===== src/rtl/debug_uart_tx.sv =====
// debug_uart_tx: FIFO-buffered debug UART transmitter with a CPU-style status port.
// Frame: start, 8 data bits LSB first, optional even parity, one stop bit.
// Optional feature macro: DEBUG_UART_PARITY_EN adds the even-parity bit.
module debug_uart_tx #(
    parameter int unsigned CLKS_PER_BIT = 16,
    parameter int unsigned FIFO_DEPTH   = 8
) (
    input  logic        clk_i,
    input  logic        reset_i,
    input  logic        csb_i,
    input  logic        wen_i,
    input  logic [31:0] data_i,
    output logic [31:0] data_o,
    output logic        tx_o,
    output logic        overflow_o
);
    localparam int unsigned BAUD_W = (CLKS_PER_BIT > 1) ? $clog2(CLKS_PER_BIT) : 1;
    localparam int unsigned PTR_W  = $clog2(FIFO_DEPTH);
    localparam int unsigned CNT_W  = PTR_W + 1;
    localparam logic [BAUD_W-1:0] BAUD_LAST = BAUD_W'(CLKS_PER_BIT - 1);
    localparam logic [CNT_W-1:0]  FIFO_FULL = CNT_W'(FIFO_DEPTH);

`ifdef DEBUG_UART_PARITY_EN
    typedef enum logic [2:0] {IDLE, START, DATA, PARITY, STOP} state_t;
`else
    typedef enum logic [2:0] {IDLE, START, DATA, STOP} state_t;
`endif

    logic              push_req;
    logic              push_ok;
    logic              pop;
    logic              full;
    logic              empty;
    logic              bit_end;
    logic              busy;
    logic              active_q;
    logic [7:0]        mem [FIFO_DEPTH];
    logic [PTR_W-1:0]  wr_ptr;
    logic [PTR_W-1:0]  rd_ptr;
    logic [CNT_W-1:0]  count;
    state_t            state;
    logic [BAUD_W-1:0] baud;
    logic [2:0]        bit_idx;
    logic [7:0]        shift;
`ifdef DEBUG_UART_PARITY_EN
    logic              parity_q;
`endif
    logic              unused_data;

    assign push_req    = ~csb_i & ~wen_i;
    assign full        = (count == FIFO_FULL);
    assign empty       = (count == '0);
    assign bit_end     = (baud == BAUD_LAST);
    assign pop         = ~empty & ((state == IDLE) | ((state == STOP) & bit_end));
    assign push_ok     = push_req & (~full | pop);
    // active_q keeps busy high while the final stop bit is still on the line
    assign busy        = (state != IDLE) | ~empty | active_q;
    assign data_o      = {16'h0, 8'(count), 5'h0, overflow_o, full, busy};
    assign unused_data = ^data_i[31:8];

    // FIFO storage; contents need no reset since pointers define validity
    always_ff @(posedge clk_i) begin
        if (push_ok) begin
            mem[wr_ptr] <= data_i[7:0];
        end
    end

    // FIFO pointers, occupancy and sticky overflow flag
    always_ff @(posedge clk_i or posedge reset_i) begin
        if (reset_i) begin
            wr_ptr     <= '0;
            rd_ptr     <= '0;
            count      <= '0;
            overflow_o <= 1'b0;
        end else begin
            if (push_ok) begin
                wr_ptr <= wr_ptr + PTR_W'(1);
            end
            if (pop) begin
                rd_ptr <= rd_ptr + PTR_W'(1);
            end
            if (push_req && !push_ok) begin
                overflow_o <= 1'b1;
            end
            case ({push_ok, pop})
                2'b10:   count <= count + CNT_W'(1);
                2'b01:   count <= count - CNT_W'(1);
                default: count <= count;
            endcase
        end
    end

    // Frame FSM with baud counter; tx_o is registered from the current state
    always_ff @(posedge clk_i or posedge reset_i) begin
        if (reset_i) begin
            state    <= IDLE;
            baud     <= '0;
            bit_idx  <= '0;
            shift    <= '0;
            tx_o     <= 1'b1;
            active_q <= 1'b0;
`ifdef DEBUG_UART_PARITY_EN
            parity_q <= 1'b0;
`endif
        end else begin
            active_q <= (state != IDLE);
            baud     <= bit_end ? '0 : baud + BAUD_W'(1);
            case (state)
                IDLE: begin
                    tx_o <= 1'b1;
                    baud <= '0;
                    if (pop) begin
                        state <= START;
                        shift <= mem[rd_ptr];
`ifdef DEBUG_UART_PARITY_EN
                        parity_q <= ^mem[rd_ptr];
`endif
                    end
                end
                START: begin
                    tx_o <= 1'b0;
                    if (bit_end) begin
                        state   <= DATA;
                        bit_idx <= '0;
                    end
                end
                DATA: begin
                    tx_o <= shift[0];
                    if (bit_end) begin
                        shift   <= shift >> 1;
                        bit_idx <= bit_idx + 3'd1;
                        if (bit_idx == 3'd7) begin
`ifdef DEBUG_UART_PARITY_EN
                            state <= PARITY;
`else
                            state <= STOP;
`endif
                        end
                    end
                end
`ifdef DEBUG_UART_PARITY_EN
                PARITY: begin
                    tx_o <= parity_q;
                    if (bit_end) begin
                        state <= STOP;
                    end
                end
`endif
                STOP: begin
                    tx_o <= 1'b1;
                    if (bit_end) begin
                        if (pop) begin
                            state <= START;
                            shift <= mem[rd_ptr];
`ifdef DEBUG_UART_PARITY_EN
                            parity_q <= ^mem[rd_ptr];
`endif
                        end else begin
                            state <= IDLE;
                        end
                    end
                end
                default: begin
                    tx_o  <= 1'b1;
                    state <= IDLE;
                end
            endcase
        end
    end

endmodule


===== config.mk =====
export PLATFORM = sky130hd
export DESIGN_NAME = debug_uart_tx
export DESIGN_NICKNAME = d
export VERILOG_FILES = /design/src/rtl/debug_uart_tx.sv
export SDC_FILE = /design/constraint.sdc
export NUM_CORES = 1
export LEC_CHECK = 0
export CORE_MARGIN = 10
export CORE_UTILIZATION = 50
export CTS_CLUSTER_SIZE = 25
export DETAILED_ROUTE_END_ITERATION = 10
export GPL_ROUTABILITY_DRIVEN = 0
export PLACE_DENSITY = 0.87
export SLEW_MARGIN = 15
export SYNTH_ARGS = -nofsm -noshare
export SYNTH_HDL_FRONTEND = slang
export SYNTH_SLANG_ARGS = --single-unit

===== constraint.sdc =====
create_clock -name clk_i -period 3.42 [get_ports clk_i]
set_input_delay 0.684 -clock clk_i [delete_from_list [all_inputs] [get_ports clk_i]]
set_output_delay 0.684 -clock clk_i [all_outputs]
set_load 0.05 [all_outputs]

**Yosys cells after proc, flatten, opt, wreduce, memory -nomap -nowiden**

Memories as Yosys holds them, arrays and structs flattened.
Cells that the tools add are included.

- $add $sub $neg: 6
- $lt $le $gt $ge: 0
- Bitwise gates (word level): 12
- Reductions and logical operators: 11
- Multiplexer cells: 20
- Shifts and indexed selects: 0
- Div/mod/pow operators: 0
- $mul: 0
- Equal/unequal tests: 13

Operators by type and width:

| kind | number |
|---|---|
| two-way mux 8 bit | 3 |
| case mux 8 bit (3 select lines) | 1 |
| two-way mux 3 bit | 7 |
| case mux 3 bit (4 select lines) | 1 |
| inequality test 2 bit (second input constant) | 5 |
| adder 3 x 1 -> 3 bit (second input constant) | 3 |
| adder 4 x 1 -> 4 bit (second input constant) | 2 |
| == test 4 bit (second input constant) | 2 |
| two-way mux 4 bit | 2 |
| case mux 4 bit (2 select lines) | 1 |
| == test 3 x 2 -> 1 bit (second input constant) | 2 |
| case mux 3 bit (2 select lines) | 1 |
| AND reduction 3 bit | 2 |
| nonzero test 3 bit | 2 |
| AND reduction 5 bit | 1 |
| bitwise AND 1 bit | 4 |
| logical NOT 4 bit | 1 |
| inverter 1 bit | 4 |
| bitwise OR 1 bit | 4 |
| nonzero test 2 bit | 2 |
| subtractor 4 x 1 -> 4 bit (second input constant) | 1 |
| == test 3 x 1 -> 1 bit (second input constant) | 1 |
| == test 3 bit (second input constant) | 1 |
| logical NOT 3 bit | 1 |
| other kinds (6) | 8 |

- Memory bits (read-only): 0
- Latch bits: 0
- Output and inout bits: 34
- Flip-flop bits (word level): 31
- Logic and storage cells: 73
- Memories: 1
- Input port bits: 36
- Bits in writable memories: 64

Memory list:

| name | words | bits a word | read ports | clocked after memory_dff | wr ports | line | source |
|---|---|---|---|---|---|---|---|
| mem | 8 | 8 | 1 | 0 | 1 | 37 | `logic [7:0] mem [FIFO_DEPTH];` |

**Longest topological paths before layout**

- Depth after elaboration: 8
- Gate-level depth with buffers: 11
- Depth with buffers taken out: 10

**Least setup slack after synthesis**

Ideal clock, no wire load.

- Path type: reg2reg
- Start: register state[0]
- End: memory mem[0][0] (enable)
- Cell stages (with the launch flop): 8
- Data required time: 3.037 ns
- Setup time: 0.383 ns
- Setup slack: 0.821 ns
- Path buffers: 1
- Data arrival time: 2.216 ns
- Clock period less this slack: 2.599 ns
- Cells stage by stage: dfrtp_1 > inv_1 > ha_1 > clkbuf_1 > a41oi_1 > a31oi_1 > nand2b_1 > nor3_1

- Longest elaborated chain between the ends: 8
- Elaborated cells between the ends (all ways): 9
- Classes of those cells: eq/ne (1); mux (2); bitwise (5); reduce/logical (1)

RTL lines:

| what | line | source |
|---|---|---|
| start, declared | 41 | `state_t state;` |
| start signal, assigned | 96 | `state <= IDLE;` |
| start signal, assigned | 113 | `state <= START;` |
| start signal, assigned | 123 | `state <= DATA;` |
| == test 3 x 2 -> 1 bit | 54 | `assign pop = ~empty & ((state == IDLE) \| ((state == STOP) & bit_end));` |
| bitwise AND 1 bit | 54 |  |
| bitwise OR 1 bit * | 54 |  |
| bitwise AND 1 bit * | 54 |  |
| bitwise OR 1 bit * | 55 | `assign push_ok = push_req & (~full \| pop);` |
| bitwise AND 1 bit * | 55 |  |
| two-way mux 1 bit * | 63 | `if (push_ok) begin` |
| two-way mux 1 bit (implied by the code) * | 64 | `mem[wr_ptr] <= data_i[7:0];` |
| end, declared | 37 |  |

Every way passes the cells marked *; elsewhere a longest branch is shown, timed or not.

**Worst setup path in the final report**

- Start: register state[0]
- End: output data_o[0]

- Longest elaborated chain between the ends: 3

RTL lines:

| what | line | source |
|---|---|---|
| nonzero test 3 bit | 57 | `assign busy = (state != IDLE) \| ~empty \| active_q;` |
| bitwise OR 1 bit (2 in series) | 57 |  |
| end, declared | 13 | `output logic [31:0] data_o,` |

Every way passes these cells.

==> summary.md <==
| Metric | Value |
|---|---|
| Floorplan Core Area | 8590 µm² |
| First-pass GRT wire length | 12.4 mm |
| Ports | 70 |
| CTS tree | done |
| Router iterations before antenna repair | 5 |
| Pwr dens | 840 nW/µm² |
| Post-synth EDFFs | 64 |
| Critical Path AT | 2180 ps |
| Prevailing post-synth register cell | edfxtp_1 |
| Routed WL per cell | 17.7 µm |
| Gr usage total | 12.2% |
| Setup violations, final | 0 |
| Hold path depth | 1 |
| Initial core utilization | 50.8% |
| Critical R2R Launch | baud[0] |
| R2R setup slack | 750 ps |
| # rows | 34 |
| Worst setup SP type | register |
| Post-synth top area share | 44.0% |
| Synthesized flop and latch total | 94 |
| Worst hold slack | 495 ps |
| Hold Startpoint | overflow_o |
| Final Cycle Share | 83.6% |
| Non-Filler Instances | 424 |
| Worst clock skew | 7.56 ps |
| Post-CTS setup buffers | 0 |
| Initial antenna violation count | 0 |
| IO buf count | 20 |
| Post-Synthesis Cells | 282 |
| Ys async rst share | 31.9% |
| Power Total | 4.04 mW |
| Max-slew headroom | 33.8% |
| RSZ-0062 raised after global routing | false |
| Worst-path fanout max | 10 |
| Count of different cell masters after synthesis | 52 |
| P&R area growth vs syn | 10.1% |
| Share of layout cells above drive strength 1 | 21.2% |
| YS warnings | 0 |
| Setup WS post-layout | 560 ps |
| Reg2Reg Capture Point | count[3] |
| Crit path kind | reg -> out |
| Vias per cell | 5.46 |
| Die area | 12,900 µm² |
| Worst Hold End | overflow_o |
| TritonCTS Buffers | 9 |
| Clock tree buffer depth | 2 |
| Dpl ws | 508 ps |
| Total wire length | 7.50 mm |
| Achievable Freq | 0.350 GHz |
| Worst Setup End Kind | output port |
| Outcome | completed |
| First-iteration detailed-routing DRC count | 98 |
| Ant diodes | 0 |
| Setup TNS | 0 ps |
| Fin nets | 359 |
| DIE HEIGHT | 113 µm |
| Leakage | 1.84 nW |
| Post-Syn Area | 4370 µm² |
| FF-to-FF path depth | 9 |
| Largest area contributor in the netlist | edfxtp_1 |
| Seq/Total Area, Yosys | 61.2% |
| Pin count of the biggest net entering global routing | 31 |
| CTS Hold Bufs | 0 |
| Placed Instances | 408 |
| Drt drc | 0 |
| Die width | 113 µm |
| Vias in the first global route | 2,410 |
| Clock transition at the registers of the reported paths | 100 ps |
| H-tree levels | 3 |
| Final Hold Viols | 0 |
| Avg Inst Size Synth | 15.5 µm² |
| MaxCap Viol Count | 0 |
| Antenna Nets Post-Route | 0 |
| Via count | 2,315 |
| Hold WC Path Type | reg -> reg |
| Worst skew pair latency | 360 ps |
| Max-slew violation count | 0 |
| Top post-synthesis cells by area | edfxtp_1, dfrtp_1, mux2_2 |
| Crit path time final | 2860 ps |
| Worst slew pin tran | 993 ps |
| Max VDD drop | 0.361 mV |
| WP data required | 2740 ps |
| Post-CTS sizing | 0 |
| Clk sinks | 94 |
| Clock root cell | clkbuf_8 |
| Remaining Overflow, GRT | 0 |
| HPWL after DPL | 5.20 mm |
==> cells in the mapped netlist (all sizes together), types with 2 or more instances <==
cell type and count:
edfxtp 64, buf 34, dfrtp 29, mux2 28, mux4 15, nor2 13
nand2 12, ha 11, inv 9, nor3 5, o21ai 5, clkbuf 4
xnor2 4, nand2b 3, nand3 3, nor2b 3, nor4 3, o211ai 3
xor2 3, a21o 2, a21oi 2, a22o 2, a31oi 2, and2 2
==> worst max-delay path, cell delays in order, from the launching register on <==
cell and delay [ps]:
dfrtp_1 420, inv_1 90, ha_1 230, buf_4 180, nand3b_1 90, clkdlybuf4s50_1 800
==> how the worst max path moves through the flow <==
stage / from / endpoint / slack (ps) / cells after the start
5_1_grt: state[0] / data_o[0] / 450 / 5
3_3_place_gp: csb_i / count[3] / 610 / 9
6_report: state[0] / data_o[0] / 560 / 5
4_1_cts: state[0] / data_o[0] / 540 / 5
2_1_floorplan: state[0] / mem[0][0] / 820 / 7
3_5_place_dp: csb_i / mem[1][4] / 510 / 6
==> cells in the final DEF, fill, tap and decap left out, types with 2 or more instances in the layout <==
cell type / Yosys / routed
edfxtp_1: 64 / 64
dfrtp_1: 29 / 29
mux2_2: 28 / 28
conb_1: 1 / 25
clkdlybuf4s50_1: 0 / 20
nor2_1: 13 / 13
nand2_1: 12 / 12
buf_4: 28 / 12
ha_1: 11 / 11
mux4_1: 9 / 9
inv_1: 9 / 9
clkbuf_8: 0 / 9
mux4_2: 6 / 6
nor3_1: 5 / 5
xnor2_1: 4 / 4
o21ai_0: 4 / 4
nand3_1: 3 / 3
o211ai_1: 3 / 3
xor2_1: 3 / 3
nand2b_1: 3 / 3
nor2b_1: 3 / 3
and2_1: 2 / 2
a21oi_1: 2 / 2
a22o_1: 2 / 2
a31oi_1: 2 / 2
a21o_1: 2 / 2
nor4_1: 2 / 2
inv_6: 0 / 2
==> metrics by stage <==
step | area (µm²) | util, %
2_1_floorplan | 4460 | -
3_3_place_gp | 4590 | 53.5
3_5_place_dp | 4590 | 53.5
4_1_cts | 4810 | 56.0
5_1_grt | 4810 | 56.0
6_report | 4810 | 56.0
==> layout make-up <==
type	instances	area, µm²
sequential	94	2670
inverter	9	33.8
timing repair buffer	32	290
fill	655	3780
tap	108	135
multi-input combinational	165	1460
clock inverter	7	91.3
clock buffer	9	124
==> flip-flops by register name (all words and copies together), names as in the netlist <==
register	count
baud	4
rd_ptr	3
bit_idx	3
overflow_o	1
state	2
wr_ptr	3
mem	64
count	4
tx_o	1
active_q	1
shift	8
==> kinds of logic (layout without fill, tap and decap cells) <==
| kind of cell | after synthesis | after routing | synth area share, % |
|---|---|---|---|
| buffers and inverters | 47 | 57 | 7.36 |
| xor gates and xnor gates | 7 | 7 | 1.40 |
| muxes | 44 | 44 | 16.0 |
| other | 1 | 25 | 0.0859 |
| adders and majority gates | 12 | 12 | 3.61 |
| AOI/OAI and AO/OA | 26 | 26 | 4.44 |
| and+or+nand+nor | 51 | 51 | 5.90 |
| DFF | 94 | 94 | 61.2 |
==> per-layer routing <==
metal	share of wire, %	wire length, µm	vias up	GRT usage (%)
met5	0	0	-	0
met4	1.5	113	0	4.06
met3	7.0	526	11	4.62
met2	52	3900	69	20.7
met1	40	2970	1170	14.0
li1	-	-	1065	-
==> power by group <==
part / total, mW / switching [mW] / internal, mW
sequential: 1.73 / 0.282 / 1.45
combinational: 1.54 / 0.767 / 0.775
clock: 0.767 / 0.412 / 0.355
total: 4.04 / 1.46 / 2.58
Note: power is estimated with default switching activity, not from simulation.
